[config.mk]
export PLATFORM = sky130hd
export DESIGN_NAME = issue_stage
export DESIGN_NICKNAME = d
export VERILOG_FILES = /design/src/rtl/issue_stage_pkg.sv /design/src/rtl/issue_stage_reg_file.sv /design/src/rtl/issue_stage.sv
export SDC_FILE = /design/constraint.sdc
export NUM_CORES = 1
export LEC_CHECK = 0
export BUFFER_PORTS_ARGS = -buffer_cell sky130_fd_sc_hd__buf_2
export CELL_PAD_IN_SITES_DETAIL_PLACEMENT = 1
export CELL_PAD_IN_SITES_GLOBAL_PLACEMENT = 1
export CORE_MARGIN = 10
export CORE_UTILIZATION = 51
export DETAILED_ROUTE_END_ITERATION = 12
export HOLD_SLACK_MARGIN = 0.03
export MAX_ROUTING_LAYER = met4
export PLACE_DENSITY_LB_ADDON = 0.1
export SYNTH_ARGS = -nofsm -noshare
export SYNTH_HDL_FRONTEND = slang
export SYNTH_HIERARCHICAL = 1
export SYNTH_SLANG_ARGS = --single-unit
export TNS_END_PERCENT = 10
[constraint.sdc]
create_clock -name clk -period 2.9 [get_ports clk]
set_input_delay 0.435 -clock clk [delete_from_list [all_inputs] [get_ports clk]]
set_output_delay 0.435 -clock clk [all_outputs]
set_load 0.01 [all_outputs]
[src/rtl/issue_stage_pkg.sv]
// Shared datapath width, ALU op codes, instruction field positions and
// pipeline slot type for the 16-bit CPU issue stage.
package issue_stage_pkg;

   localparam int DSIZE = 16;
   localparam int NREG  = 16;
   localparam int RW    = 4;

   typedef enum logic [2:0] {
      OP_ADD = 3'd0,
      OP_SUB = 3'd1,
      OP_AND = 3'd2,
      OP_OR  = 3'd3,
      OP_SLL = 3'd4,
      OP_SRL = 3'd5,
      OP_SRA = 3'd6,
      OP_RL  = 3'd7
   } alu_op_e;

   localparam int F_LDI    = 15;
   localparam int F_OP_HI  = 14;
   localparam int F_OP_LO  = 12;
   localparam int F_RD_HI  = 11;
   localparam int F_RD_LO  = 8;
   localparam int F_RS1_HI = 7;
   localparam int F_RS1_LO = 4;
   localparam int F_RS2_HI = 3;
   localparam int F_RS2_LO = 0;

   typedef struct packed {
      logic          valid;
      logic [RW-1:0] rd;
   } slot_t;

   // Register-register ops have op[2]=0; shifts/rotates use an immediate instead of rs2.
   function automatic logic op_uses_rs2(input logic [2:0] op);
      return ~op[2];
   endfunction

endpackage

[src/rtl/issue_stage_reg_file.sv]
// 16x16 register file: two combinational read ports, one synchronous write port,
// R0 hardwired to zero, synchronous active-low clear.
module reg_file
   import issue_stage_pkg::*;
(
   input  logic             clk,
   input  logic             rst_n,
   input  logic [RW-1:0]    ra1,
   input  logic [RW-1:0]    ra2,
   output logic [DSIZE-1:0] rd1,
   output logic [DSIZE-1:0] rd2,
   input  logic             we,
   input  logic [RW-1:0]    wa,
   input  logic [DSIZE-1:0] wd
);

   logic [DSIZE-1:0] mem [NREG];

   always_ff @(posedge clk) begin
      if (!rst_n) begin
         for (int i = 0; i < NREG; i++) mem[i] <= '0;
      end else if (we && (wa != '0)) begin
         mem[wa] <= wd;
      end
   end

   assign rd1 = (ra1 == '0) ? '0 : mem[ra1];
   assign rd2 = (ra2 == '0) ? '0 : mem[ra2];

endmodule

[src/rtl/issue_stage.sv]
// Decode/operand issue ahead of a 1-cycle ALU: accept -> alu_* next cycle -> writeback one later.
// instr_ready drops for one cycle when the instruction reads the register issued last cycle.
module issue_stage
   import issue_stage_pkg::*;
(
   input  logic             clk,
   input  logic             rst_n,
   input  logic             instr_valid,
   input  logic [15:0]      instr,
   output logic             instr_ready,
   output logic [DSIZE-1:0] alu_a,
   output logic [DSIZE-1:0] alu_b,
   output logic [2:0]       alu_op,
   output logic [3:0]       alu_imm,
   input  logic [DSIZE-1:0] alu_out,
   input  logic [2:0]       alu_flag,
   output logic [2:0]       status,
   output logic             wb_valid,
   output logic [RW-1:0]    wb_rd
);

   logic             is_ldi;
   logic [2:0]       op;
   logic [RW-1:0]    rd, rs1, rs2;
   logic             use1, use2, hazard, accept;
   logic [DSIZE-1:0] rf_rd1, rf_rd2, opnd1, opnd2;
   logic [DSIZE-1:0] a_nxt, b_nxt;
   logic [2:0]       op_nxt;
   logic [3:0]       imm_nxt;
   slot_t            ex_q, wb_q;

   assign is_ldi = instr[F_LDI];
   assign op     = instr[F_OP_HI:F_OP_LO];
   assign rd     = instr[F_RD_HI:F_RD_LO];
   assign rs1    = instr[F_RS1_HI:F_RS1_LO];
   assign rs2    = instr[F_RS2_HI:F_RS2_LO];
   assign use1   = ~is_ldi;
   assign use2   = ~is_ldi & op_uses_rs2(op);

   // The WB-slot result is forwardable, so only the EX slot can force a stall.
   assign hazard = instr_valid & ex_q.valid & (ex_q.rd != '0) &
                   ((use1 & (rs1 == ex_q.rd)) | (use2 & (rs2 == ex_q.rd)));
   assign instr_ready = ~hazard;
   assign accept      = instr_valid & instr_ready;

   function automatic logic [DSIZE-1:0] pick(input logic [RW-1:0] rs, input logic [DSIZE-1:0] rf,
                                             input slot_t wb, input logic [DSIZE-1:0] fwd);
      if (rs == '0)                  return '0;
      else if (wb.valid && wb.rd == rs) return fwd;
      else                           return rf;
   endfunction

   assign opnd1 = pick(rs1, rf_rd1, wb_q, alu_out);
   assign opnd2 = pick(rs2, rf_rd2, wb_q, alu_out);

   reg_file u_rf (
      .clk   (clk),
      .rst_n (rst_n),
      .ra1   (rs1),
      .ra2   (rs2),
      .rd1   (rf_rd1),
      .rd2   (rf_rd2),
      .we    (wb_q.valid),
      .wa    (wb_q.rd),
      .wd    (alu_out)
   );

   always_comb begin
      a_nxt   = '0;
      b_nxt   = '0;
      op_nxt  = OP_ADD;
      imm_nxt = '0;
      if (accept) begin
         if (is_ldi) begin
            a_nxt = {{(DSIZE-8){instr[7]}}, instr[7:0]};
         end else begin
            a_nxt  = opnd1;
            op_nxt = op;
            if (use2) b_nxt   = opnd2;
            else      imm_nxt = rs2;
         end
      end
   end

   always_ff @(posedge clk) begin
      if (!rst_n) begin
         alu_a   <= '0;
         alu_b   <= '0;
         alu_op  <= OP_ADD;
         alu_imm <= '0;
         status  <= '0;
         ex_q    <= '0;
         wb_q    <= '0;
      end else begin
         alu_a    <= a_nxt;
         alu_b    <= b_nxt;
         alu_op   <= op_nxt;
         alu_imm  <= imm_nxt;
         ex_q     <= accept ? slot_t'{valid: 1'b1, rd: rd} : '0;
         wb_q     <= ex_q;
         // Flags retire even when the destination is R0.
         if (wb_q.valid) status <= alu_flag;
      end
   end

   assign wb_valid = wb_q.valid;
   assign wb_rd    = wb_q.rd;

endmodule

==> impl_table.tex, run 1 <==
\begin{tabular}{lr}
\hline
Metric & Value \\
\hline
\multicolumn{2}{l}{\textbf{Status}} \\
\quad Run status & complete, no violations \\
\multicolumn{2}{l}{\textbf{Power and ir drop}} \\
\quad Portion of total power attributed to sequential cells & 49.1\% \\
\quad Worst vdd rail ir drop & 0.000535 V \\
\quad Leakage Power & 6.76 nW \\
\quad Net switching power figure & 2.30 mW \\
\quad Clock Power Share & 40.8\% \\
\quad Switch share & 23.9\% \\
\quad Combinational share of power & 10.1\% \\
\quad Internal & 7.32 mW \\
\quad Power Density & 550 mW/mm\^{}2 \\
\multicolumn{2}{l}{\textbf{Clock network}} \\
\quad Number of clock sinks seen by CTS & 293 \\
\quad Count of instances resized after the clock tree is built & 0 \\
\quad Hold buffer count at cts & 0 \\
\quad Root buffer cell & sky130\_fd\_sc\_hd\_\_clkbuf\_16 \\
\quad Inserted Clock Buffers & 31 \\
\quad Htree depth & 1 \\
\quad TritonCTS clock tree & yes \\
\quad Setup Buffers After CTS & 0 \\
\quad Max clock buf depth & 3 \\
\quad Insertion delay to the later sink of the worst-skew pair & 0.57 ns \\
\quad Clock-pin slew on the worst setup and hold paths & 0.06 ns \\
\multicolumn{2}{l}{\textbf{Timing}} \\
\quad Max Transition Viols Final & 0 \\
\quad Highest clock frequency the design can meet & 421 MHz \\
\quad Setup repair after global routing missed its margin & no \\
\quad Time the final worst path needs with I/O delays and setup & 2.38 ns \\
\quad Final setup TNS & 0 ns \\
\quad Final Hold Slack & 0.132 ns \\
\quad Worst relative slew slack & 34.6\% \\
\quad Total count of hold-check failures in the final report & 0 \\
\quad \# setup viols final & 0 \\
\quad Share of the cycle needed by the critical path after routing & 81.9\% \\
\quad Minimum setup slack in the final design & 0.524 ns \\
\quad Slew at the pin with the worst max-slew slack & 0.981 ns \\
\quad Fin Clk Skew & 0.00937 ns \\
\multicolumn{2}{l}{\textbf{Floorplanning}} \\
\quad Starting utilization of the core area & 51.7\% \\
\quad Overall die area & 0.0375 sq mm \\
\quad Boundary pin count & 86 \\
\quad Rows & 63 \\
\quad Die Y & 194 um \\
\quad Area of the core & 0.0297 sq mm \\
\quad Die Width & 194 um \\
\multicolumn{2}{l}{\textbf{GRT}} \\
\quad Overall overflow remaining after global route & 0 \\
\quad Global-route wire length before repair & 73000 um \\
\quad Via count of the first global-routing pass & 11000 \\
\quad Total global routing track utilization & 26.2\% \\
\quad Maximum number of pins on one net before global-route repair & 41 \\
\quad Initial antenna violation count & 0 \\
\multicolumn{2}{l}{\textbf{Place}} \\
\quad Buffers on Ports & 85 \\
\quad Detail Placement HPWL & 32400 um \\
\quad Final weighted congestion of routability-driven global placement & 0.864 \\
\quad Worst setup timing slack at the placement stage & 0.158 ns \\
\multicolumn{2}{l}{\textbf{Synthesis}} \\
\quad Number of enable flip-flop cells after synthesis & 241 \\
\quad Most used flip-flop cell after synthesis & sky130\_fd\_sc\_hd\_\_edfxtp\_1 \\
\quad Number of distinct library cell variants in the gate-level netlist after synthesis & 48 \\
\quad Cell types occupying the most area after synthesis & sky130\_fd\_sc\_hd\_\_edfxtp\_1 (47\%), sky130\_fd\_sc\_hd\_\_and2\_1 (10\%), sky130\_fd\_sc\_hd\_\_mux4\_2 (9.8\%) \\
\quad Area share of the leading cell type in the synthesized netlist & 47.1\% \\
\quad Dominant cell type by area after synthesis & sky130\_fd\_sc\_hd\_\_edfxtp\_1 \\
\quad Total nets after synthesis & 1191 \\
\quad Cell Area, Synth & 0.0154 sq mm \\
\quad Synthesized netlist cell count & 1153 \\
\quad Syn. warnings & 6 \\
\quad Synth Area per Inst & 13.3 sq um \\
\quad Number of flip-flops and latches in the synthesized netlist & 293 \\
\quad Register area share after synthesis & 53.8\% \\
\quad Post-synth ARST share & 0\% \\
\multicolumn{2}{l}{\textbf{Layout}} \\
\quad Area grow syn2layout & 13.7\% \\
\quad Count of fill cells added during filler insertion & 2933 \\
\quad Count of nets after finishing & 1281 \\
\quad Layout cells sized above 1 & 25.9\% \\
\quad Diodes inserted & 0 \\
\multicolumn{2}{l}{\textbf{Worst setup path}} \\
\quad Capturing point of the worst reg2reg path & alu\_b[9] \\
\quad Worst Path Class, Setup & reg2reg \\
\quad Arrival time at the worst endpoint & 2.79 ns \\
\quad Critical path startpoint category & flip-flop \\
\quad Reg-to-reg startpoint & wb\_rd[0] \\
\quad Required @ worst endpoint & 3.32 ns \\
\quad R2r setup slk & 0.52 ns \\
\quad Crit end category & flip-flop \\
\quad Critical-path maximum fanout & 14 \\
\quad Cell depth of the worst flop-to-flop path & 6 \\
\multicolumn{2}{l}{\textbf{Min path}} \\
\quad Hold Crit Depth & 3 \\
\quad WHS Endpoint & status[2] \\
\quad Hold Crit Class & in2reg \\
\quad Worst Min Path Start & alu\_flag[2] \\
\multicolumn{2}{l}{\textbf{Detailed routing}} \\
\quad Drt total wl & 48800 um \\
\quad Post-route DRC violation count & 0 \\
\quad Total iterations of the first detailed-routing run & 5 \\
\quad Average routed wire per standard cell & 29.5 um \\
\quad Detail-routed via count per cell & 6.36 \\
\quad Vias after detailed routing & 10500 \\
\quad Antenna-violating nets left & 0 \\
\quad DRT iter0 DRCs & 814 \\
\multicolumn{2}{l}{\textbf{Job}} \\
\quad Max Cap Violations & 0 \\
\hline
\end{tabular}
==> kinds of logic (layout without fill, tap and decap cells) <==
kind of cell	count (synthesis)	after routing	share of synthesized area [%]
AO/OA/AOI/OAI	138	138	6.19
XOR/XNOR	16	16	0.911
buffers and inverters	107	218	3.34
flip-flops	293	293	53.8
multiplexers	208	208	19.1
other	1	1	0.0244
AND/OR/NAND/NOR	390	390	16.6
==> cell usage in the layout, fill, tap and decap left out, drive strengths merged, types with 27 or more instances in the layout <==
| master | Yosys | routed |
|---|---|---|
| buf | 63 | 161 |
| edfxtp | 241 | 241 |
| a21oi | 48 | 48 |
| nor3 | 30 | 30 |
| and2 | 248 | 248 |
| clkbuf | 41 | 45 |
| dfxtp | 52 | 52 |
| mux2i | 124 | 124 |
| nor2 | 27 | 27 |
| mux4 | 67 | 67 |
==> cell usage after synthesis, types with 4 or more instances <==
cell type                     n
sky130_fd_sc_hd__a2111oi_0   15
sky130_fd_sc_hd__a21oi_1     47
sky130_fd_sc_hd__a221o_1     15
sky130_fd_sc_hd__a22oi_1     15
sky130_fd_sc_hd__a311oi_1    16
sky130_fd_sc_hd__and2_1     248
sky130_fd_sc_hd__and4_1       9
sky130_fd_sc_hd__buf_1        4
sky130_fd_sc_hd__buf_2       50
sky130_fd_sc_hd__buf_4        5
sky130_fd_sc_hd__buf_6        4
sky130_fd_sc_hd__clkbuf_1    40
sky130_fd_sc_hd__dfxtp_1     52
sky130_fd_sc_hd__edfxtp_1   241
sky130_fd_sc_hd__mux2_2      17
sky130_fd_sc_hd__mux2i_1    124
sky130_fd_sc_hd__mux4_2      67
sky130_fd_sc_hd__nand2_1     16
sky130_fd_sc_hd__nand2b_1    10
sky130_fd_sc_hd__nand3_1      9
sky130_fd_sc_hd__nand4_1      9
sky130_fd_sc_hd__nor2_1      18
sky130_fd_sc_hd__nor2_2       9
sky130_fd_sc_hd__nor2b_1      4
sky130_fd_sc_hd__nor3_1      16
sky130_fd_sc_hd__nor3_2      11
sky130_fd_sc_hd__nor3b_1      6
sky130_fd_sc_hd__nor4_1       6
sky130_fd_sc_hd__nor4_4       4
sky130_fd_sc_hd__o21ai_0     10
sky130_fd_sc_hd__o22ai_1     14
sky130_fd_sc_hd__xnor2_1      8
sky130_fd_sc_hd__xor2_1       8
==> power by group through the flow <==
stage                     Combinational, mW  Clock, mW  Sequential [mW]
final                                 0.967       3.93             4.72
after CTS                             0.955       3.98             4.72
after floorplan                       0.567          0             4.79
after detailed placement              0.949          0             4.81
after global placement                0.939          0             4.80
after global routing                   1.02       4.13             4.73
==> stage by stage <==
| step | total power, mW | area, sq um | utilization, % | std cells |
|---|---|---|---|---|
| 2_1_floorplan | 5.36 | 15400 | - | 1153 |
| 4_1_cts | 9.65 | 17500 | 58.9 | 1654 |
| 3_3_place_gp | 5.74 | 16500 | 55.5 | 1600 |
| 6_report | 9.62 | 17500 | 58.9 | 1654 |
| 3_5_place_dp | 5.76 | 16500 | 55.5 | 1600 |
| 5_1_grt | 9.89 | 17500 | 58.9 | 1654 |
==> flip-flops by register name, summed over array words and instances, names as in the netlist <==
| register | flops |
|---|---|
| wb_rd | 4 |
| ex_q | 5 |
| alu_op | 3 |
| alu_b | 16 |
| alu_imm | 4 |
| status | 3 |
| u_rf/mem | 241 |
| wb_valid | 1 |
| alu_a | 16 |
==> how the worst max path moves through the flow <==
stage	end	slack (ns)	cells past startpoint	start
after CTS	alu_b[9]	0.55	6	wb_rd[0]
after global placement	alu_a[7]	0.27	8	instr[4]
after detailed placement	alu_a[7]	0.16	8	instr[4]
final	alu_b[9]	0.52	6	wb_rd[0]
after floorplan	u_rf/mem[15][0]	0.27	2	wb_rd[1]
after global routing	alu_b[13]	0.44	6	wb_rd[0]
==> final cells by class <==
cell class                 instances  area [sq um]  share of cell area [%]
multi-input combinational        753          6630                    37.9
timing repair buffer             161          1090                    6.24
clock inverter                     9          92.6                   0.529
inverter                           3          11.3                  0.0644
sequential                       293          8280                    47.3
tap                              390           488                    2.79
clock buffer                      45           901                    5.15
==> worst max-delay path: stages, from the launching register on <==
cell and delay (ns):
sky130_fd_sc_hd__dfxtp_1 0.84, sky130_fd_sc_hd__xor2_1 0.21, sky130_fd_sc_hd__nor4_4 0.31, sky130_fd_sc_hd__buf_4 0.36, sky130_fd_sc_hd__buf_4 0.20, sky130_fd_sc_hd__mux2i_1 0.24
sky130_fd_sc_hd__nor3_2 0.05
==> layer usage <==
metal / up-vias / wire length (um) / GRT usage (%)
li1: 4552 / - / -
met1: 5427 / 20000 / 33.2
met2: 446 / 24100 / 43.7
met3: 91 / 3420 / 3.44
met4: 0 / 1250 / 6.29
met5: - / 0 / -
Power figures use the tool's default switching activity.
==> inputs of run 2 (changes only) <==
- clock period: 2.9 -> 2.45 ns (I/O delays scaled with it)
==> impl_table.tex, run 2 (synthesis results as in run 1) <==
\begin{tabular}{lr}
\hline
Metric & Value \\
\hline
\multicolumn{2}{l}{\textbf{Timing}} \\
\quad \# setup viols final & 0 (unchanged) \\
\quad Setup repair after global routing missed its margin & no \\
\quad Time the final worst path needs with I/O delays and setup & 2.37 ns (-0.0102 ns) \\
\quad Total count of hold-check failures in the final report & 0 (unchanged) \\
\quad Highest clock frequency the design can meet & 423 MHz (+0.43\%) \\
\quad Share of the cycle needed by the critical path after routing & 96.5\% (+15 points) \\
\quad Fin Clk Skew & 0.0124 ns (+0.00300 ns) \\
\quad Max Transition Viols Final & 0 (unchanged) \\
\quad Worst relative slew slack & 26.1\% (-8.6 points) \\
\quad Slew at the pin with the worst max-slew slack & 1.11 ns (+0.127 ns) \\
\multicolumn{2}{l}{\textbf{Worst setup path}} \\
\quad CP peak stage delay & 0.94 ns (+0.10 ns) \\
\quad Critical path startpoint category & flip-flop \\
\quad Cell chain of the critical path & nand4\_4 -> nor2\_2 -> and2\_1 \\
\quad Worst Path Class, Setup & reg2reg \\
\quad Critical-path maximum fanout & 16 (+2) \\
\quad Crit end category & flip-flop \\
\quad Required @ worst endpoint & 2.82 ns (-0.50 ns) \\
\quad Critical path's top delay family & simple AND/OR/NAND/NOR gates \\
\quad R2r setup slk & 0.08 ns (-0.44 ns) \\
\quad Worst path bufs/invs & 0 (-2) \\
\quad Worst path slowest cell & sky130\_fd\_sc\_hd\_\_nor2\_2 \\
\quad Arrival time at the worst endpoint & 2.74 ns (-0.05 ns) \\
\multicolumn{2}{l}{\textbf{Detailed routing}} \\
\quad Total iterations of the first detailed-routing run & 5 (unchanged) \\
\quad Vias after detailed routing & 10800 (+2.7\%) \\
\quad Drt total wl & 51000 um (+4.5\%) \\
\quad Average routed wire per standard cell & 30.5 um (+3.3\%) \\
\quad Post-route DRC violation count & 0 (unchanged) \\
\quad DRT iter0 DRCs & 1174 (+44\%) \\
\quad Antenna-violating nets left & 0 (unchanged) \\
\quad Detail-routed via count per cell & 6.46 (+1.6\%) \\
\multicolumn{2}{l}{\textbf{Layout}} \\
\quad Largest registers ranked by flip-flop count & u\_rf/mem x241, alu\_a x16, alu\_b x16 \\
\quad Register with the most flip-flops & u\_rf/mem \\
\quad Number of standard cells in the layout, taps in and fillers out & 1672 (+1.1\%) \\
\quad Flip-flop count of the largest register after layout & 241 (unchanged) \\
\quad Diodes inserted & 0 (unchanged) \\
\quad Utilization after layout & 59.8\% (+0.94 points) \\
\quad Layout cells sized above 1 & 27.1\% (+1.1 points) \\
\quad Most used cells in the layout excluding fill and tap cells & sky130\_fd\_sc\_hd\_\_and2\_1 (248), sky130\_fd\_sc\_hd\_\_edfxtp\_1 (241), sky130\_fd\_sc\_hd\_\_mux2i\_1 (124), sky130\_fd\_sc\_hd\_\_buf\_2 (82), sky130\_fd\_sc\_hd\_\_buf\_4 (78) \\
\quad Count of nets after finishing & 1298 (+1.3\%) \\
\quad Most common cell after layout, fill and taps aside & sky130\_fd\_sc\_hd\_\_and2\_1 \\
\quad Area grow syn2layout & 15.6\% \\
\multicolumn{2}{l}{\textbf{GRT}} \\
\quad Via count of the first global-routing pass & 11600 (+4.7\%) \\
\quad Initial antenna violation count & 0 (unchanged) \\
\quad Global-route wire length before repair & 76300 um (+4.5\%) \\
\quad Total global routing track utilization & 27.3\% (+1.2 points) \\
\quad Overall overflow remaining after global route & 0 (unchanged) \\
\quad Maximum number of pins on one net before global-route repair & 34 (-17\%) \\
\multicolumn{2}{l}{\textbf{Clock network}} \\
\quad Root buffer cell & sky130\_fd\_sc\_hd\_\_clkbuf\_16 \\
\quad TritonCTS clock tree & yes \\
\quad Count of instances resized after the clock tree is built & 0 (unchanged) \\
\quad Max clock buf depth & 3 (unchanged) \\
\quad Hold buffer count at cts & 0 (unchanged) \\
\quad Inserted Clock Buffers & 35 (+13\%) \\
\quad Clock-pin slew on the worst setup and hold paths & 0.05 ns (about the same) \\
\quad Number of clock sinks seen by CTS & 293 (unchanged) \\
\quad Setup Buffers After CTS & 0 (unchanged) \\
\quad Htree depth & 2 (+1) \\
\quad Insertion delay to the later sink of the worst-skew pair & 0.52 ns (-0.05 ns) \\
\multicolumn{2}{l}{\textbf{Power and ir drop}} \\
\quad Internal & 8.99 mW (+23\%) \\
\quad Net switching power figure & 2.86 mW (+25\%) \\
\quad Power Density & 667 mW/mm\^{}2 (+21\%) \\
\quad Worst vdd rail ir drop & 0.000497 V (-7.1\%) \\
\quad Portion of total power attributed to sequential cells & 47.2\% (-1.9 points) \\
\quad Combinational share of power & 10.3\% (+0.2 points) \\
\quad Switch share & 24.2\% (+0.31 points) \\
\quad Clock Power Share & 42.6\% (+1.8 points) \\
\quad Leakage Power & 6.90 nW (+2.1\%) \\
\multicolumn{2}{l}{\textbf{Status}} \\
\quad Run status & complete, no violations \\
\multicolumn{2}{l}{\textbf{Floorplanning}} \\
\quad Die Width & 194 um (unchanged) \\
\quad Die Y & 194 um (unchanged) \\
\quad Starting utilization of the core area & 51.7\% (unchanged) \\
\quad Rows & 63 (unchanged) \\
\quad Boundary pin count & 86 (unchanged) \\
\quad Area of the core & 0.0297 sq mm (unchanged) \\
\quad Overall die area & 0.0375 sq mm (unchanged) \\
\multicolumn{2}{l}{\textbf{Min path}} \\
\quad Hold Crit Class & in2reg \\
\multicolumn{2}{l}{\textbf{Job}} \\
\quad Max Cap Violations & 0 (unchanged) \\
\multicolumn{2}{l}{\textbf{Place}} \\
\quad Cell Count Post-Placement & 1613 (+0.81\%) \\
\quad Detail Placement HPWL & 33300 um (+2.7\%) \\
\quad Final weighted congestion of routability-driven global placement & 0.871 (+0.82\%) \\
\quad Buffers on Ports & 85 (unchanged) \\
\hline
\end{tabular}
## run 2: cell types whose count changed in the layout (fill, tap and decap cells not counted), sizes merged
cell	delta
buf	+13
clkbuf	+2
clkinv	+4
inv	-1
## run 2: stage by stage
| stage | TNS (ns) | setup WS (ns) | hold slack, ns | total power [mW] | area (sq um) |
|---|---|---|---|---|---|
| 2_1_floorplan | -23.99 | -0.183 | 0.429 | 6.34 | 15400 |
| 3_3_place_gp | 0 | 0.228 | 0.452 | 6.84 | 16700 |
| 3_5_place_dp | 0 | 0.127 | 0.468 | 6.87 | 16700 |
| 4_1_cts | 0 | 0.161 | 0.111 | 11.9 | 17800 |
| 5_1_grt | 0 | 0.0448 | 0.115 | 12.2 | 17800 |
| 6_report | 0 | 0.0845 | 0.121 | 11.9 | 17800 |
## run 2: area by class of cell
class | instances | area (sq um)
tap | 390 | 488
fill | 2902 | 11900
multi-input combinational | 753 | 6630
timing repair buffer | 174 | 1280
inverter | 3 | 11.3
clock inverter | 12 | 104
clock buffer | 47 | 983
sequential | 293 | 8280
## run 2: power groups by stage
stage	registers [mW]	clock network, mW	logic (mW)
3_5_place_dp	5.69	0	1.18
3_3_place_gp	5.68	0	1.16
6_report	5.59	5.04	1.22
5_1_grt	5.60	5.30	1.27
4_1_cts	5.59	5.09	1.19
2_1_floorplan	5.67	0	0.671
## run 2: worst paths after layout
check	from	end	depth (start not counted)
max	wb_rd[1]	u_rf/mem[11][8]	3
min	instr[10]	ex_q[2]	2
max reg2reg	wb_rd[1]	u_rf/mem[11][8]	3
min reg2reg	ex_q[4]	wb_valid	1
## run 2: routing by layer
layer  GRT usage, %  wire length [um]  vias to the layer above
li1               -                 -                     4585
met1           34.8             20900                     5600
met2           45.2             25000                      521
met3           4.11              3850                       98
met4           6.72              1210                        0
met5              -                 0                        -
